===== config.mk =====
export PLATFORM = sky130hd
export DESIGN_NAME = crc_seq_ctrl
export DESIGN_NICKNAME = d
export VERILOG_FILES = /design/src/rtl/crc_seq_ctrl.sv
export SDC_FILE = /design/constraint.sdc
export NUM_CORES = 1
export LEC_CHECK = 0
export CAP_MARGIN = 25
export CORE_MARGIN = 4
export CORE_UTILIZATION = 41
export DETAILED_ROUTE_END_ITERATION = 8
export PLACE_DENSITY = 0.66
export SLEW_MARGIN = 20
export SYNTH_ARGS = -nofsm -noshare
export SYNTH_HDL_FRONTEND = slang
export SYNTH_SLANG_ARGS = --single-unit

===== constraint.sdc =====
create_clock -name i_clk -period 1.88 [get_ports i_clk]
set_input_delay 0.376 -clock i_clk [delete_from_list [all_inputs] [get_ports i_clk]]
set_output_delay 0.376 -clock i_clk [all_outputs]
set_load 0.02 [all_outputs]

===== src/rtl/crc_seq_ctrl.sv =====
// -----------------------------------------------------------------------------
// crc_seq_ctrl
//
// Sequencing controller for a multi-chunk CRC. A message is started with
// i_start (polynomial, seed and chunk count are latched at that moment), then
// fed one WCODE-bit chunk per accepted i_valid/o_ready handshake. Each chunk is
// folded into the running remainder through a single combinational crc_eval
// datapath, so one chunk can be taken every cycle with no stall. When the last
// chunk has been absorbed the controller spends one cycle in DONE with o_done
// high and o_crc holding the final remainder.
//
// Ports
//   i_clk    : clock, rising edge
//   i_rst    : asynchronous active-high reset
//   i_start  : request to begin a message (only looked at in IDLE)
//   i_poly   : generator polynomial incl. the implicit top term (WPOLY bits)
//   i_init   : seed remainder (WPOLY-1 bits)
//   i_len    : number of chunks in the message (LENW bits)
//   i_abort  : cancel the message in progress (RUN or DONE)
//   i_data   : message chunk, MSB first
//   i_valid  : i_data is valid
//   o_ready  : a chunk is accepted this cycle when i_valid is also high
//   o_busy   : high in RUN or DONE
//   o_done   : one-cycle pulse, o_crc is final
//   o_err    : one-cycle pulse, start refused because i_poly MSB was 0
//   o_crc    : running / final remainder (WPOLY-1 bits)
// -----------------------------------------------------------------------------
module crc_seq_ctrl #(
  parameter int WCODE = 4,
  parameter int WPOLY = 4,
  parameter int LENW  = 8
) (
  input  logic             i_clk,
  input  logic             i_rst,
  input  logic             i_start,
  input  logic [WPOLY-1:0] i_poly,
  input  logic [WPOLY-2:0] i_init,
  input  logic [LENW-1:0]  i_len,
  input  logic             i_abort,
  input  logic [WCODE-1:0] i_data,
  input  logic             i_valid,
  output logic             o_ready,
  output logic             o_busy,
  output logic             o_done,
  output logic             o_err,
  output logic [WPOLY-2:0] o_crc
);

  // Remainder width and the number of low data bits below the remainder
  // when the remainder is aligned to the MSB end of a chunk.
  localparam int R   = WPOLY - 1;
  localparam int PAD = WCODE - R;

  typedef enum logic [1:0] {
    S_IDLE = 2'd0,
    S_RUN  = 2'd1,
    S_DONE = 2'd2
  } state_t;

  state_t           state_reg;
  logic [WPOLY-1:0] poly_reg;
  logic [R-1:0]     crc_reg;
  logic [LENW-1:0]  cnt_reg;
  logic             ready_reg;
  logic             busy_reg;
  logic             done_reg;
  logic             err_reg;

  // ---------------------------------------------------------------------------
  // crc_eval: remainder of d * x^R modulo poly, computed bit-serially MSB
  // first starting from the given seed. The loop unrolls into a purely
  // combinational XOR network of WCODE stages.
  // ---------------------------------------------------------------------------
  function automatic logic [R-1:0] crc_eval(
    input logic [WCODE-1:0] d,
    input logic [WPOLY-1:0] poly,
    input logic [R-1:0]     seed
  );
    logic [R-1:0] rem;
    logic         fb;
    rem = seed;
    for (int i = WCODE - 1; i >= 0; i--) begin
      fb  = d[i] ^ rem[R-1];
      rem = rem << 1;
      if (fb) begin
        rem = rem ^ poly[R-1:0];
      end
    end
    return rem;
  endfunction

  // The running remainder is folded into the top R bits of the chunk so the
  // datapath can always be evaluated from a zero seed; this is equivalent to
  // continuing the long division across chunk boundaries.
  logic [WCODE-1:0] eval_data;
  logic [R-1:0]     crc_next;
  logic             accept;

  always_comb begin
    eval_data = i_data ^ (WCODE'(crc_reg) << PAD);
    crc_next  = crc_eval(eval_data, poly_reg, '0);
  end

  // ready_reg is only ever set while in RUN, so this is the full handshake.
  assign accept = i_valid && ready_reg;

  // ---------------------------------------------------------------------------
  // Control FSM with registered outputs.
  // ---------------------------------------------------------------------------
  always_ff @(posedge i_clk or posedge i_rst) begin
    if (i_rst) begin
      state_reg <= S_IDLE;
      poly_reg  <= '0;
      crc_reg   <= '0;
      cnt_reg   <= '0;
      ready_reg <= 1'b0;
      busy_reg  <= 1'b0;
      done_reg  <= 1'b0;
      err_reg   <= 1'b0;
    end else begin
      // Pulses default low; each state raises them only when needed.
      done_reg <= 1'b0;
      err_reg  <= 1'b0;

      case (state_reg)
        S_IDLE: begin
          ready_reg <= 1'b0;
          busy_reg  <= 1'b0;
          if (i_start) begin
            if (i_poly[WPOLY-1]) begin
              poly_reg <= i_poly;
              crc_reg  <= i_init;
              cnt_reg  <= i_len;
              busy_reg <= 1'b1;
              if (i_len == '0) begin
                // Empty message: the seed is the result.
                state_reg <= S_DONE;
                done_reg  <= 1'b1;
              end else begin
                state_reg <= S_RUN;
                ready_reg <= 1'b1;
              end
            end else begin
              // Polynomial without its top term is not a valid generator;
              // refuse the start and leave every register untouched.
              err_reg <= 1'b1;
            end
          end
        end

        S_RUN: begin
          if (i_abort) begin
            // Abort wins over a chunk presented in the same cycle; the
            // partial remainder stays visible on o_crc.
            state_reg <= S_IDLE;
            ready_reg <= 1'b0;
            busy_reg  <= 1'b0;
          end else if (accept) begin
            crc_reg <= crc_next;
            if (cnt_reg != '0) begin
              cnt_reg <= cnt_reg - LENW'(1);
            end
            if (cnt_reg == LENW'(1)) begin
              state_reg <= S_DONE;
              ready_reg <= 1'b0;
              done_reg  <= 1'b1;
            end
          end
        end

        S_DONE: begin
          // Single-cycle state; abort would lead to the same place.
          state_reg <= S_IDLE;
          ready_reg <= 1'b0;
          busy_reg  <= 1'b0;
        end

        default: begin
          state_reg <= S_IDLE;
          ready_reg <= 1'b0;
          busy_reg  <= 1'b0;
        end
      endcase
    end
  end

  assign o_ready = ready_reg;
  assign o_busy  = busy_reg;
  assign o_done  = done_reg;
  assign o_err   = err_reg;
  assign o_crc   = crc_reg;

endmodule


### After elaboration in Yosys (flattened, before gate mapping)

Cells that the tools add are included.

* mux-type cells: 43
* add/sub/neg operators: 1
* bitwise logic cells: 7
* eq/ne operators: 10
* reductions and logical operators: 10

Operators with widths (count)
* $mux 8: 5
* $mux 3: 8
* $mux 1: 18
* $pmux 8 s2: 1
* $mux 2: 6
* $ne 2x2->1 const B: 6
* $xor 3x3->3: 3
* $eq 8x1->1 const B: 1
* $logic_not 8->1: 1
* $reduce_bool 8->1: 1
* $sub 8x1->8 const B: 1
* $ne 3x3->1 const B: 2
* $pmux 1 s2: 3
* $pmux 3 s2: 1
* $reduce_and 6->1: 1
* $reduce_and 5->1: 1
* $pmux 2 s2: 1
* $reduce_and 4->1: 1
* $xor 4x4->4: 1
* $reduce_and 3->1: 1
* $xor 1x1->1: 3
* $eq 2x1->1 const B: 1
* $logic_not 2->1: 1
* $reduce_and 2->1: 1
* 2 further kinds: 2

* bits of input ports: 24
* register bits: 20
* output and inout port bits: 7
* word-level logic and storage cells: 79

### Depth between registers and ports, before layout

* depth after elaboration: 11
* depth in mapped cells: 7
* mapped depth without buffers: 6

### Least setup slack after synthesis

Ideal clock, no wire load.

* kind: reg-to-reg
* from: reg crc_reg[2] (netlist: o_crc[2])
* to: reg crc_reg[0] (netlist: o_crc[0])
* path buffers: 0
* slack: 0.051 ns
* required time: 1.741 ns
* arrival time: 1.690 ns
* period minus slack after synthesis: 1.829 ns
* library setup time: 0.139 ns
* stages on the path, launching flop included: 7
* path through: dfrtp_1 > xnor2_2 > xnor2_1 > a21oi_1 > a311oi_1 > xor2_1 > o31ai_2

* word-level cells in the longest chain between the ends: 11
* elaborated cells on any way between the ends: 13
* those cells by class: mux (7); bitwise (6)

Ends and longest elaborated chain
* start: declaration: line 62 `logic [R-1:0] crc_reg;`
* start signal: assignment: line 132 `crc_reg <= i_init;`
* start signal: assignment: line 159 `crc_reg <= crc_next;`
* $xor 4x4->4 *: line 100 `eval_data = i_data ^ (WCODE'(crc_reg) << PAD);`
* $mux 3 *: line 85 `if (fb) begin`
* $xor 3x3->3 or $xor 1x1->1 (tied branches): line 86, 83
* $mux 3 *: line 85
* $xor 3x3->3 or $xor 1x1->1 (tied branches): line 86, 83
* $mux 3 *: line 85
* $xor 1x1->1 *: line 83 `fb = d[i] ^ rem[R-1];`
* $mux 3 *: line 85
* $mux 3 *: line 158 `end else if (accept) begin`
* $mux 3 *: line 152 `if (i_abort) begin`
* $pmux 3 s2 *: line 125 `case (state_reg)`

Mark *: on every way between the ends. The rest lies on a longest branch, timed or not. The select of a mux whose other input is x is not followed.
A chain may end at the register's enable or synchronous reset.

### Worst setup path after layout

* from: reg crc_reg[1] (netlist: o_crc[1])
* to: reg crc_reg[1] (netlist: o_crc[1])

* word-level cells in the longest chain between the ends: 10
* elaborated cells on any way between the ends: 12
* those cells by class: mux (6); bitwise (6)

Ends and longest elaborated chain (line)
* $xor 4x4->4 *: 100
* $xor 1x1->1 *: 83
* $mux 3 *: 85
* $xor 1x1->1 or $xor 3x3->3 (tied branches): 83, 86
* $mux 3 *: 85
* $xor 3x3->3 or $xor 1x1->1 (tied branches): 86, 83
* $mux 3 *: 85
* $mux 3 *: 158
* $mux 3 *: 152
* $pmux 3 s2 *: 125

Marked as above.

==> results.yml <==
finish:
  n_antenna_cell: 0
  final_nets: 266
  regArea_um2: 503
  multi_input_area_um2: 950
  syn_to_final_growth_pct: 48.8
  fin_area_mm2: 0.00220
  final_layout_size_suffix_gt1_share_pct: 25.2
  largest_register_ff_count: 8
  final-instance-count-excl-fill: 284
  fillers: 313
synth:
  synthesis.nets: 197
  avgSynthCellArea_um2: 8.65
  synthAdderAreaFrac_pct: 1.69
  synth_xor_area_share_pct: 12.8
  synth_compound_area_share_pct: 25.5
  yosysMostFrequentCell: "dfrtp_1"
  synth_commonest_cells: "20 x dfrtp_1, 14 x a21oi_1, 14 x nor2_1"
  yosys-mux-area-fraction_pct: 0.677
  yosys.area_share.simple_pct: 19.5
  ys.flop_type: "dfrtp_1"
  synth_top_family_by_area: "compound AO/OA/AOI/OAI gates"
  synth_top_area_share_pct: 33.8
  synthArstFlopShare_pct: 100
  synth-seq-cells: 20
  syn_inst: 171
  syn_area_mm2: 0.00148
  ys_warn_count: 0
  synth_cell_types: 45
  synth_top_area_cell: "dfrtp_1"
  synthTopCellsByArea: "dfrtp_1 34%, xnor2_1 5.3%, a21oi_1 4.7%, nor2_1 3.6%, nand3_1 3.0%"
  synth_enable_flop_cells: 0
  seq_area_frac_synth_pct: 33.8
clock_tree:
  cts_buffer_depth: 2
  cts_buffers: 3
  ctsRootBufferMaster: "clkbuf_4"
  h-tree-depth: 1
  cts_tree: "done"
  clock_latency_ps: 300
  clkTransAtPathRegs_ps: 110
  clock_sinks: 20
  hold_buffers: 0
sta:
  finalSetupViolations: 0
  period_share_pct: 99.4
  fmax_mhz: 535
  drv_slew: 0
  worstMarginPinSlew_ps: 437
  period_needed_ps: 1870
  finalHoldViolCount: 0
  rsz0062_at_grt: "true"
  fin_skew_ps: 1.20
  max-slew-margin-rel_pct: 70.6
route:
  drc: 0
  firstDrtPassIters: 4
  wirelength_um: 4550
  antenna_left: 0
  drt-initial-drc-count: 58
  wl_per_cell_um: 16.0
  routed_via_density: 5.62
  vias: 1596
die:
  start_util_pct: 43.3
  dieArea_mm2: 0.00463
  dieHeight_um: 68.1
  core_area_mm2: 0.00342
  die_w_um: 68.1
  io_pins: 31
  rows: 21
place:
  port_buffers: 30
  hpwl_um: 3560
  dp.cells: 276
  placed_cell_area_mm2: 0.00209
  gp_congestion: 0.921
power:
  leakagePower_uw: 0.000937
  ir_drop_mv: 0.626
  power-per-cell-area_mw_per_mm2: 970
setup_path:
  crit_path_max_fanout: 4
  startpoint_type: "flip-flop"
  worstSetupEndpointType: "flip-flop"
  required_ps: 2070
  crit_type: "flip-flop to flip-flop"
  arrival_ps: 2060
global_routing:
  grt-ovfl-total: 0
  antenna_found_initial: 0
  grt_max_degree: 21
  grt_pass1_wl_um: 7450
  first_global_vias: 1614
  track_usage_pct: 21.3
status:
  status: "finished clean"
min_path:
  hold_path_class: "input port to asynchronous set/reset pin"
run:
  drv_cap: 0
[cell type report]
type | count | area share [%]
clock buffers | 3 | 1.02
repair buffers | 72 | 28.2
inverters | 9 | 2.16
multi-input cells | 134 | 43.1
well taps | 46 | 2.62
flip-flops and latches | 20 | 22.9
[per-stage QoR]
stage | worst slack [ps] | power (µW) | TNS [ps] | util, % | hold slack, ps
floorplan | 50.6 | 1290 | 0 | - | 340
global placement | -441 | 1800 | -1900 | 61.1 | 463
detailed placement | -507 | 1830 | -2310 | 61.1 | 476
CTS | 1.70 | 2080 | 0 | 62.9 | 409
global route | -53.4 | 2280 | -59.0 | 64.4 | 439
finish | 11.5 | 2130 | 0 | 64.4 | 403
[per-layer routing]
layer	vias to the layer above	GRT usage [%]	routed length, µm
met1	769	25.2	1930
met5	-	0	0
met2	43	39.8	2360
li1	774	-	-
met4	0	3.97	69
met3	10	3.94	192
[final timing paths]
path,startpoint,endpoint,slack [ps],cells past startpoint
max,o_crc[1]$_DFFE_PP0P_,o_crc[1]$_DFFE_PP0P_,10,7
min,i_rst,o_err$_DFF_PP0_,400,3
max in group asynchronous,i_rst,o_crc[1]$_DFFE_PP0P_,1240,3
max reg2reg,o_crc[1]$_DFFE_PP0P_,o_crc[1]$_DFFE_PP0P_,10,7
min in group i_clk,state_reg[0]$_DFFE_PP0P_,o_err$_DFF_PP0_,490,1
min reg2reg,state_reg[0]$_DFFE_PP0P_,o_err$_DFF_PP0_,490,1
[cells by family (layout without fill, tap and decap cells)]
| group | after synthesis | after routing |
|---|---|---|
| buf+inv | 17 | 84 |
| fa+ha+maj | 2 | 2 |
| flops | 20 | 20 |
| xor+xnor | 16 | 16 |
| mux | 1 | 1 |
| compound gates | 59 | 59 |
| simple gates | 56 | 56 |
[power breakdown]
part           total, µW  leakage [µW]  switching (µW)  internal [µW]
Sequential           647      0.000247             123            524
Combinational       1280      0.000676             615            663
Clock                209     0.0000138             134           74.7
Total               2130      0.000937             872           1260
[what timing repair did]
action | 4_1_cts | 5_1_grt
setup buffers | 2 | 3
hold endpoints to repair | 0 | 0
gates resized for setup | 12 | 6
setup endpoints to repair | 5 | 3
pin swaps | 6 | 4
[cells in the final DEF (no fill, tap or decap), types with 3 or more instances in the layout]
master	count
xnor2_1	9
and3_1	4
nor2_1	14
nor4_1	3
a21o_1	3
o31ai_1	3
clkdlybuf4s50_1	24
buf_4	41
inv_1	8
dlygate4sd2_1	6
o21ai_1	8
dfrtp_1	18
a22oi_1	4
a31oi_1	3
nand2_1	8
o21ai_0	7
nor3_1	8
a21oi_1	14
a211oi_1	5
clkbuf_4	3
nand3_1	9
[worst max-delay path, cell delays in order (launching register included)]
cell      delay, ps
dfrtp_2         490
xnor2_2         170
xnor2_1         250
xnor2_1         150
a211oi_1        100
o41ai_2         350
buf_4           170
a31oi_1          70
(Power assumes the default switching activity.)
